## config.mk

```make
export PLATFORM = sky130hd
export DESIGN_NAME = alu_op_driver_flat
export DESIGN_NICKNAME = d
export VERILOG_FILES = /design/src/rtl/alu_op_driver_if.sv /design/src/rtl/alu_op_driver.sv /design/src/flat_wrapper.sv
export SDC_FILE = /design/constraint.sdc
export NUM_CORES = 1
export LEC_CHECK = 0
export CAP_MARGIN = 0
export CORE_MARGIN = 5
export CORE_UTILIZATION = 52
export DETAILED_ROUTE_END_ITERATION = 12
export GPL_ROUTABILITY_DRIVEN = 0
export PLACE_DENSITY = 0.81
export SLEW_MARGIN = 10
export SYNTH_ARGS = -nofsm -noshare
export SYNTH_HDL_FRONTEND = slang
export SYNTH_SLANG_ARGS = --single-unit
export TNS_END_PERCENT = 20
```

## constraint.sdc

```tcl
create_clock -name clk -period 10.5 [get_ports clk]
set_input_delay 1.05 -clock clk [delete_from_list [all_inputs] [get_ports clk]]
set_output_delay 1.05 -clock clk [all_outputs]
set_load 0.05 [all_outputs]
```

## src/rtl/alu_op_driver_if.sv

```systemverilog
// Bundle of command, response and ALU pin signals for alu_op_driver.
// The slave modport is the driver's own view; master is the environment (command source, consumer, ALU).
interface alu_op_driver_if;
  logic       cmd_valid;
  logic       cmd_ready;
  logic [3:0] cmd_a;
  logic [3:0] cmd_b;
  logic [3:0] cmd_op;
  logic [7:0] alu_ui_in;
  logic [7:0] alu_uio_in;
  logic [7:0] alu_uo_out;
  logic [7:0] alu_uio_out;
  logic       rsp_valid;
  logic       rsp_ready;
  logic [7:0] rsp_result;
  logic       rsp_carry;
  logic       rsp_overflow;
  logic [3:0] rsp_op;
  logic       rsp_err;
  logic       rsp_mismatch;
  logic       busy;

  modport slave (
    input  cmd_valid, cmd_a, cmd_b, cmd_op, rsp_ready, alu_uo_out, alu_uio_out,
    output cmd_ready, alu_ui_in, alu_uio_in, rsp_valid, rsp_result, rsp_carry,
           rsp_overflow, rsp_op, rsp_err, rsp_mismatch, busy
  );

  modport master (
    output cmd_valid, cmd_a, cmd_b, cmd_op, rsp_ready, alu_uo_out, alu_uio_out,
    input  cmd_ready, alu_ui_in, alu_uio_in, rsp_valid, rsp_result, rsp_carry,
           rsp_overflow, rsp_op, rsp_err, rsp_mismatch, busy
  );
endinterface

```

## src/rtl/alu_op_driver.sv

```systemverilog
// Command-side initiator for the 4-bit tile ALU: buffers commands, drives the ALU pins,
// captures the registered result after the ALU latency and hands it back with decode checks.
module alu_op_driver #(
  parameter int          FIFO_DEPTH  = 4,
  parameter int          ALU_LATENCY = 1,
  parameter logic [7:0]  ENC_KEY     = 8'hAB
) (
  input  logic           clk,
  input  logic           rst,
  alu_op_driver_if.slave bus
);

  localparam int AW = $clog2(FIFO_DEPTH);
  localparam int CW = AW + 1;
  localparam int LW = (ALU_LATENCY > 1) ? $clog2(ALU_LATENCY) : 1;

  typedef enum logic [1:0] {IDLE, ISSUE, CAPTURE, RESP} state_t;

  state_t        state, state_nxt;
  logic [LW-1:0] lat_cnt;
  logic          push, pop, fifo_empty;

  logic [11:0]   mem [FIFO_DEPTH];
  logic [AW-1:0] wr_ptr, rd_ptr;
  logic [CW-1:0] count;

  logic [3:0]    drv_a_p0, drv_b_p0, drv_op_p0;
  logic          driving;

  logic [7:0]    rsp_result_p1;
  logic          rsp_carry_p1, rsp_overflow_p1, rsp_err_p1, rsp_mismatch_p1;
  logic [3:0]    rsp_op_p1;

  logic          unused_flags;

  function automatic logic enc_mismatch(input logic [3:0] op, input logic [7:0] res,
                                        input logic [7:0] ab);
    return (op == 4'd8) && ((res ^ ENC_KEY) != ab);
  endfunction

  function automatic logic op_invalid(input logic [3:0] op);
    return op > 4'd8;
  endfunction

  assign bus.cmd_ready = (count < CW'(FIFO_DEPTH));
  assign push          = bus.cmd_valid && bus.cmd_ready;
  assign fifo_empty    = (count == '0);

  always_ff @(posedge clk) begin
    if (rst) begin
      wr_ptr <= '0;
      rd_ptr <= '0;
      count  <= '0;
    end else begin
      if (push) wr_ptr <= wr_ptr + AW'(1);
      if (pop)  rd_ptr <= rd_ptr + AW'(1);
      case ({push, pop})
        2'b10:   count <= count + CW'(1);
        2'b01:   count <= count - CW'(1);
        default: count <= count;
      endcase
    end
  end

  always_ff @(posedge clk) begin
    if (push) mem[wr_ptr] <= {bus.cmd_a, bus.cmd_b, bus.cmd_op};
  end

  always_ff @(posedge clk) begin
    if (rst) begin
      state   <= IDLE;
      lat_cnt <= '0;
    end else begin
      state <= state_nxt;
      if (pop)
        lat_cnt <= LW'(ALU_LATENCY - 1);
      else if (state == ISSUE && lat_cnt != '0)
        lat_cnt <= lat_cnt - LW'(1);
    end
  end

  always_comb begin
    state_nxt = state;
    pop       = 1'b0;
    case (state)
      IDLE: begin
        if (!fifo_empty) begin
          pop       = 1'b1;
          state_nxt = ISSUE;
        end
      end
      ISSUE: begin
        if (lat_cnt == '0) state_nxt = CAPTURE;
      end
      CAPTURE: state_nxt = RESP;
      RESP: begin
        if (bus.rsp_ready) begin
          if (!fifo_empty) begin
            pop       = 1'b1;
            state_nxt = ISSUE;
          end else begin
            state_nxt = IDLE;
          end
        end
      end
      default: state_nxt = IDLE;
    endcase
  end

  // ---- drive stage: command held on the ALU pins through ISSUE and CAPTURE
  always_ff @(posedge clk) begin
    if (pop) {drv_a_p0, drv_b_p0, drv_op_p0} <= mem[rd_ptr];
  end

  assign driving        = (state == ISSUE) || (state == CAPTURE);
  assign bus.alu_ui_in  = driving ? {drv_a_p0, drv_b_p0} : 8'h00;
  assign bus.alu_uio_in = driving ? {4'b0000, drv_op_p0} : 8'h0F;

  // ---- capture stage: response registers, cleared on reset so rsp_* read zero
  always_ff @(posedge clk) begin
    if (rst) begin
      rsp_result_p1   <= '0;
      rsp_carry_p1    <= 1'b0;
      rsp_overflow_p1 <= 1'b0;
      rsp_op_p1       <= '0;
      rsp_err_p1      <= 1'b0;
      rsp_mismatch_p1 <= 1'b0;
    end else if (state == CAPTURE) begin
      rsp_result_p1   <= bus.alu_uo_out;
      rsp_carry_p1    <= bus.alu_uio_out[6];
      rsp_overflow_p1 <= bus.alu_uio_out[7];
      rsp_op_p1       <= drv_op_p0;
      rsp_err_p1      <= op_invalid(drv_op_p0);
      rsp_mismatch_p1 <= enc_mismatch(drv_op_p0, bus.alu_uo_out, {drv_a_p0, drv_b_p0});
    end
  end

  assign bus.rsp_valid    = (state == RESP);
  assign bus.rsp_result   = rsp_result_p1;
  assign bus.rsp_carry    = rsp_carry_p1;
  assign bus.rsp_overflow = rsp_overflow_p1;
  assign bus.rsp_op       = rsp_op_p1;
  assign bus.rsp_err      = rsp_err_p1;
  assign bus.rsp_mismatch = rsp_mismatch_p1;
  assign bus.busy         = (state != IDLE) || !fifo_empty;

  // Only the two top flag bits carry meaning on this ALU.
  assign unused_flags = ^bus.alu_uio_out[5:0];

endmodule
```

## src/flat_wrapper.sv

```systemverilog
// flat-port wrapper written by rule: the top's interface ports become plain ports
module alu_op_driver_flat 
#(
  parameter int          FIFO_DEPTH  = 4,
  parameter int          ALU_LATENCY = 1,
  parameter logic [7:0]  ENC_KEY     = 8'hAB
)
  (clk, rst, bus_cmd_valid, bus_cmd_a, bus_cmd_b, bus_cmd_op, bus_rsp_ready, bus_alu_uo_out, bus_alu_uio_out, bus_cmd_ready, bus_alu_ui_in, bus_alu_uio_in, bus_rsp_valid, bus_rsp_result, bus_rsp_carry, bus_rsp_overflow, bus_rsp_op, bus_rsp_err, bus_rsp_mismatch, bus_busy);
  alu_op_driver_if bus_i ();
  input  logic clk;
  input  logic rst;
  input wire logic [$bits(bus_i.cmd_valid)-1:0] bus_cmd_valid;
  input wire logic [$bits(bus_i.cmd_a)-1:0] bus_cmd_a;
  input wire logic [$bits(bus_i.cmd_b)-1:0] bus_cmd_b;
  input wire logic [$bits(bus_i.cmd_op)-1:0] bus_cmd_op;
  input wire logic [$bits(bus_i.rsp_ready)-1:0] bus_rsp_ready;
  input wire logic [$bits(bus_i.alu_uo_out)-1:0] bus_alu_uo_out;
  input wire logic [$bits(bus_i.alu_uio_out)-1:0] bus_alu_uio_out;
  output wire logic [$bits(bus_i.cmd_ready)-1:0] bus_cmd_ready;
  output wire logic [$bits(bus_i.alu_ui_in)-1:0] bus_alu_ui_in;
  output wire logic [$bits(bus_i.alu_uio_in)-1:0] bus_alu_uio_in;
  output wire logic [$bits(bus_i.rsp_valid)-1:0] bus_rsp_valid;
  output wire logic [$bits(bus_i.rsp_result)-1:0] bus_rsp_result;
  output wire logic [$bits(bus_i.rsp_carry)-1:0] bus_rsp_carry;
  output wire logic [$bits(bus_i.rsp_overflow)-1:0] bus_rsp_overflow;
  output wire logic [$bits(bus_i.rsp_op)-1:0] bus_rsp_op;
  output wire logic [$bits(bus_i.rsp_err)-1:0] bus_rsp_err;
  output wire logic [$bits(bus_i.rsp_mismatch)-1:0] bus_rsp_mismatch;
  output wire logic [$bits(bus_i.busy)-1:0] bus_busy;
  assign bus_i.cmd_valid = bus_cmd_valid;
  assign bus_i.cmd_a = bus_cmd_a;
  assign bus_i.cmd_b = bus_cmd_b;
  assign bus_i.cmd_op = bus_cmd_op;
  assign bus_i.rsp_ready = bus_rsp_ready;
  assign bus_i.alu_uo_out = bus_alu_uo_out;
  assign bus_i.alu_uio_out = bus_alu_uio_out;
  assign bus_cmd_ready = bus_i.cmd_ready;
  assign bus_alu_ui_in = bus_i.alu_ui_in;
  assign bus_alu_uio_in = bus_i.alu_uio_in;
  assign bus_rsp_valid = bus_i.rsp_valid;
  assign bus_rsp_result = bus_i.rsp_result;
  assign bus_rsp_carry = bus_i.rsp_carry;
  assign bus_rsp_overflow = bus_i.rsp_overflow;
  assign bus_rsp_op = bus_i.rsp_op;
  assign bus_rsp_err = bus_i.rsp_err;
  assign bus_rsp_mismatch = bus_i.rsp_mismatch;
  assign bus_busy = bus_i.busy;
  alu_op_driver #(.FIFO_DEPTH(FIFO_DEPTH), .ALU_LATENCY(ALU_LATENCY), .ENC_KEY(ENC_KEY)) u_core (.clk(clk), .rst(rst), .bus(bus_i));
endmodule
```

Yosys cells after proc, flatten, opt, wreduce, memory -nomap -nowiden

Memories as Yosys holds them, arrays and structs flattened. A register that Yosys moved wholly into a read port is not among the register bits.
Cells that the tools add are included.

$add $sub $neg: 5
Order comparisons: 2
Equal/unequal tests: 10
Muxes and demuxes: 13
Bitwise gates (word level): 1
Reduce and logical (&&, ||, !) cells: 12

Operators with widths:

| cell                | number |
|---|---|
| $mux 8              | 1 |
| $ne 8x8->1          | 1 |
| $pmux 2 s4          | 1 |
| $eq 2x2->1 const B  | 3 |
| $mux 2              | 3 |
| $ne 2x2->1 const B  | 3 |
| $pmux 3 s2          | 1 |
| $mux 1              | 5 |
| $not 5->5           | 1 |
| $add 2x1->2 const B | 2 |
| $eq 2x1->1 const B  | 2 |
| $eq 4x4->1 const B  | 1 |
| $gt 4x4->1 const B  | 1 |
| $mux 4              | 1 |
| $reduce_bool 2->1   | 2 |
| $add 3x1->3 const B | 1 |
| $logic_and 1x1->1   | 3 |
| $logic_not 3->1     | 1 |
| $lt 3x3->1 const B  | 1 |
| $reduce_and 3->1    | 1 |
| $sub 3x1->3 const B | 1 |
| $logic_not 2->1     | 1 |
| $logic_or 1x1->1    | 2 |
| $pmux 1 s2          | 1 |
| 3 further kinds     | 3 |

Register bits: 26
RAM bits: 48
Bits of input ports: 32
Word-level logic and storage cells: 55
Memories: 1

Memory list:

| name       | words | width | rd ports | clocked after Yosys merged registers in | write ports | line                | source |
|---|---|---|---|---|---|---|---|
| u_core.mem | 4     | 12    | 1        | 1                                       | 1           | alu_op_driver.sv:23 | `logic [11:0] mem [FIFO_DEPTH];` |

Depth between registers and ports, before layout

Depth in word-level cells: 6
Gate-level depth with buffers: 10

Least setup slack after synthesis

Ideal clock, no wire load.

Path kind: input to register
From: input bus_rsp_ready
To: register u_core.count[2]
Setup time: 70 ps
Arrival time: 3600 ps
Required time: 10430 ps
Path slack: 6831 ps
Stages: 8
Cell sequence: a21oi_1 > nor3_1 > ha_1 > inv_1 > fa_1 > xor2_1 > or3_1 > a21oi_1

Longest elaborated chain between the ends: 4
Elaborated cells between the ends (all ways): 6
Those cells by class: eq/ne: 2; mux: 3; reduce/logical: 1

RTL lines:

| what                                            | line                | source |
|---|---|---|
| start: declaration                              | flat_wrapper.sv:16  | `input wire logic [$bits(bus_i.rsp_ready)-1:0] bus_rsp_ready;` |
| $mux 1 *                                        | alu_op_driver.sv:97 | `if (bus.rsp_ready) begin` |
| $pmux 1 s2 *                                    | alu_op_driver.sv:85 | `case (state)` |
| via u_core.pop                                  | alu_op_driver.sv:21 | `logic push, pop, fifo_empty;` |
| $eq 2x1->1 or $eq 2x2->1 (tied branches)        | alu_op_driver.sv:57 | `case ({push, pop})` |
| $pmux 3 s2 or $reduce_bool 2->1 (tied branches) | --                  |  |
| end signal: assignment                          | alu_op_driver.sv:58 | `2'b10: count <= count + CW'(1);` |
| end signal: assignment                          | alu_op_driver.sv:59 | `2'b01: count <= count - CW'(1);` |
| end signal: assignment                          | alu_op_driver.sv:60 | `default: count <= count;` |
| end: declaration                                | alu_op_driver.sv:25 | `logic [CW-1:0] count;` |

Mark *: on every way through the listed nets, which the timed path passes. The rest lies on a longest branch.
A chain may end at the register's enable or synchronous reset.

Worst setup path in the final report

Ends and elaborated chain as after synthesis.

==> results.yml <==
pwr:
  max-vdd-ir-drop_mv: 0.0972
  total_power_mw: 1.17
  power_density_nw_per_um2: 271
  p_leak_nw: 1.48
worst_setup_path:
  endpoint_kind: "register"
  regToRegSetupSlack_ps: 7030
  path_class: "input port to register"
  cp_data_required_time_ps: 10760
  arrival_ps: 3870
  path_max_fanout: 15
  cp-start-kind: "input port"
global_routing:
  grt_use_total_pct: 14.6
  grt_pass1_wl_um: 9540
  grt_max_degree: 27
  grt-ovfl-total: 0
  antenna_found_initial: 0
  grt_pass1_vias: 1977
synth:
  synthesis.instances: 231
  synth-xor-area-share_pct: 3.20
  avgSynthCellArea_um2: 15.4
  post_synth_fa_ha_maj_area_fraction_pct: 4.08
  synth_seq_cells: 86
  synth_top_family_by_area: "multiplexers"
  yosys_warnings: 0
  synthSimpleGateAreaFrac_pct: 8.52
  synthDistinctLibCells: 35
  synth_compound_area_share_pct: 2.29
  synth_area_um2: 3550
  synth_mux_area_share_pct: 12.6
  yosysSeqAreaShare_pct: 65.3
final_layout:
  fin_util_pct: 64.2
  layout_commonest_cell: "edfxtp_1"
  stdcell_area_um2: 4310
  fin_nets: 330
  final_layout_size_suffix_gt1_share_pct: 7.19
  area_growth_pct: 21.3
  diodes: 0
  final_cell_mix: "edfxtp_1, clkdlybuf4s50_1, dfxtp_1"
place:
  hpwl_um: 4110
  port-buffer-count: 56
  place_area_um2: 4130
cts:
  cts_root_buf: "clkbuf_8"
  holdBufCountCts: 0
  path_clk_slew_ps: 90
  post_cts_buffers: 0
  cts_resized: 0
  cts_made_buffers: 9
  tritoncts: "done"
  htree_num_levels: 3
  clk_path_buf_depth: 2
  cts.sink_count: 86
  insertion_delay_ps: 350
sta:
  period_minus_slack_ps: 3610
  setup_violations: 0
  fin_skew_ps: 9.87
  relSlewSlack_pct: 27.4
  maxSlewViolCount: 0
  fin_tns_setup_ps: 0
  rsz0062_at_grt: "false"
  fin_crit_sh_pct: 34.4
  tightest_slew_ps: 1080
  holdWs_ps: 470
  finalHoldViolCount: 0
  fmax_ghz: 0.277
routing:
  drt_first_pass_iters: 4
  drt-total-wl_um: 5820
  routedWlPerCell_um: 15.6
  m1WireLength_um: 2600
  postRouteAntennaNets: 0
  drt_iter0_drc: 112
  via_count: 1922
  viasPerCell: 5.17
  wl_met3_um: 367
  wl_met2_um: 2770
  top_layer: "met4"
  drc_errors: 0
floorplanning:
  core_um2: 6720
  io_pins: 67
  die_w_um: 92.7
  start_util_pct: 52.9
  fp.dieH_um: 92.7
  dieArea_um2: 8590
  row_count: 30
run:
  maxCapViolations: 0
run_status:
  status: "completed"
worst_hold_path:
  hold_path_class: "register to register"
[worst max-delay path, cell delays in order]
cell	delay, ps
clkdlybuf4s50_1	480
a21oi_1	100
nor3_2	820
ha_1	320
inv_1	70
fa_1	430
xor2_1	160
or3_1	300
a21oi_1	130
[sequential cells by signal, summed over array words and instances, names as in the netlist]
name and count:
u_core.bus.rsp_err 1, u_core.lat_cnt 1, u_core.bus.rsp_mismatch 1, u_core.count 3, u_core.mem 48, u_core.drv_a_p0 4, u_core.rd_ptr 2, u_core.bus.rsp_result 8
u_core.bus.rsp_carry 1, u_core.drv_b_p0 4, u_core.bus.rsp_op 4, u_core.drv_op_p0 4, u_core.bus.rsp_overflow 1, u_core.state 2, u_core.wr_ptr 2
[cells by family (layout without fill, tap and decap cells)]
kind of cell             after synthesis  count (layout)
flip-flops                            86              86
AND/OR/NAND/NOR                       57              57
multiplexers                          26              26
buffers and inverters                 24              82
AO/OA/AOI/OAI                         13              13
XOR/XNOR                              13              13
adder cells (fa/ha/maj)               11              11
other                                  1               4
[routing by layer]
layer | vias up | GRT usage, %
met5 | - | 0
met4 | 0 | 6.23
met3 | 6 | 4.96
met2 | 55 | 23.1
met1 | 916 | 18.5
li1 | 945 | -
[metrics by stage]
step,worst slack [ps],instances
2_1_floorplan,6830,234
3_3_place_gp,6570,356
3_5_place_dp,6530,356
4_1_cts,6900,372
5_1_grt,6710,372
6_report,6890,372
[cell usage after synthesis]
| cell | number | share of area, % |
|---|---|---|
| a21o_1 | 1 | 0.21 |
| a21oi_1 | 7 | 0.99 |
| a2bb2oi_1 | 2 | 0.49 |
| and2_1 | 12 | 2.1 |
| and2b_1 | 1 | 0.21 |
| buf_2 | 3 | 0.42 |
| buf_4 | 5 | 1.1 |
| buf_6 | 2 | 0.63 |
| clkbuf_1 | 3 | 0.32 |
| clkbuf_8 | 1 | 0.39 |
| conb_1 | 1 | 0.11 |
| dfxtp_1 | 26 | 15 |
| edfxtp_1 | 60 | 51 |
| fa_1 | 1 | 0.56 |
| ha_1 | 10 | 3.5 |
| inv_1 | 10 | 1.1 |
| mux2i_1 | 14 | 3.9 |
| mux4_1 | 10 | 7.4 |
| mux4_2 | 2 | 1.3 |
| nand2_1 | 5 | 0.53 |
| nand2b_1 | 4 | 0.70 |
| nand3_2 | 1 | 0.28 |
| nand4_1 | 2 | 0.35 |
| nor2_1 | 23 | 2.4 |
| nor2b_1 | 1 | 0.18 |
| nor3_1 | 3 | 0.42 |
| nor4b_1 | 2 | 0.49 |
| o2111ai_1 | 1 | 0.25 |
| o211ai_1 | 1 | 0.21 |
| o21ai_0 | 1 | 0.14 |
| or2b_2 | 1 | 0.25 |
| or3_1 | 1 | 0.18 |
| or4b_4 | 1 | 0.39 |
| xnor2_1 | 6 | 1.5 |
| xor2_1 | 7 | 1.7 |
[cell type report]
type	count	area [um^2]
fill	485	2410
sequential	86	2320
multi-input combinational	124	1110
timing repair buffer	56	561
clock buffer	9	124
tap	80	100
clock inverter	7	55.1
inverter	10	37.5
[worst paths after layout]
check / startpoint / to / depth (start not counted)
setup / recovery: bus_rsp_ready / u_core.count[2] / 9
hold / removal: u_core.bus.rsp_op[3] / u_core.bus.rsp_op[3] / 2
setup reg to reg: u_core.state[0] / u_core.count[2] / 9
hold reg to reg: u_core.bus.rsp_op[3] / u_core.bus.rsp_op[3] / 2
[power breakdown]
group | internal (mW) | switching, mW | leakage [nW] | total (mW)
logic | 0.181 | 0.269 | 0.630 | 0.450
clock network | 0.0889 | 0.121 | 0.0887 | 0.210
registers | 0.455 | 0.0513 | 0.763 | 0.506
Note: power is estimated with default switching activity, not from simulation.
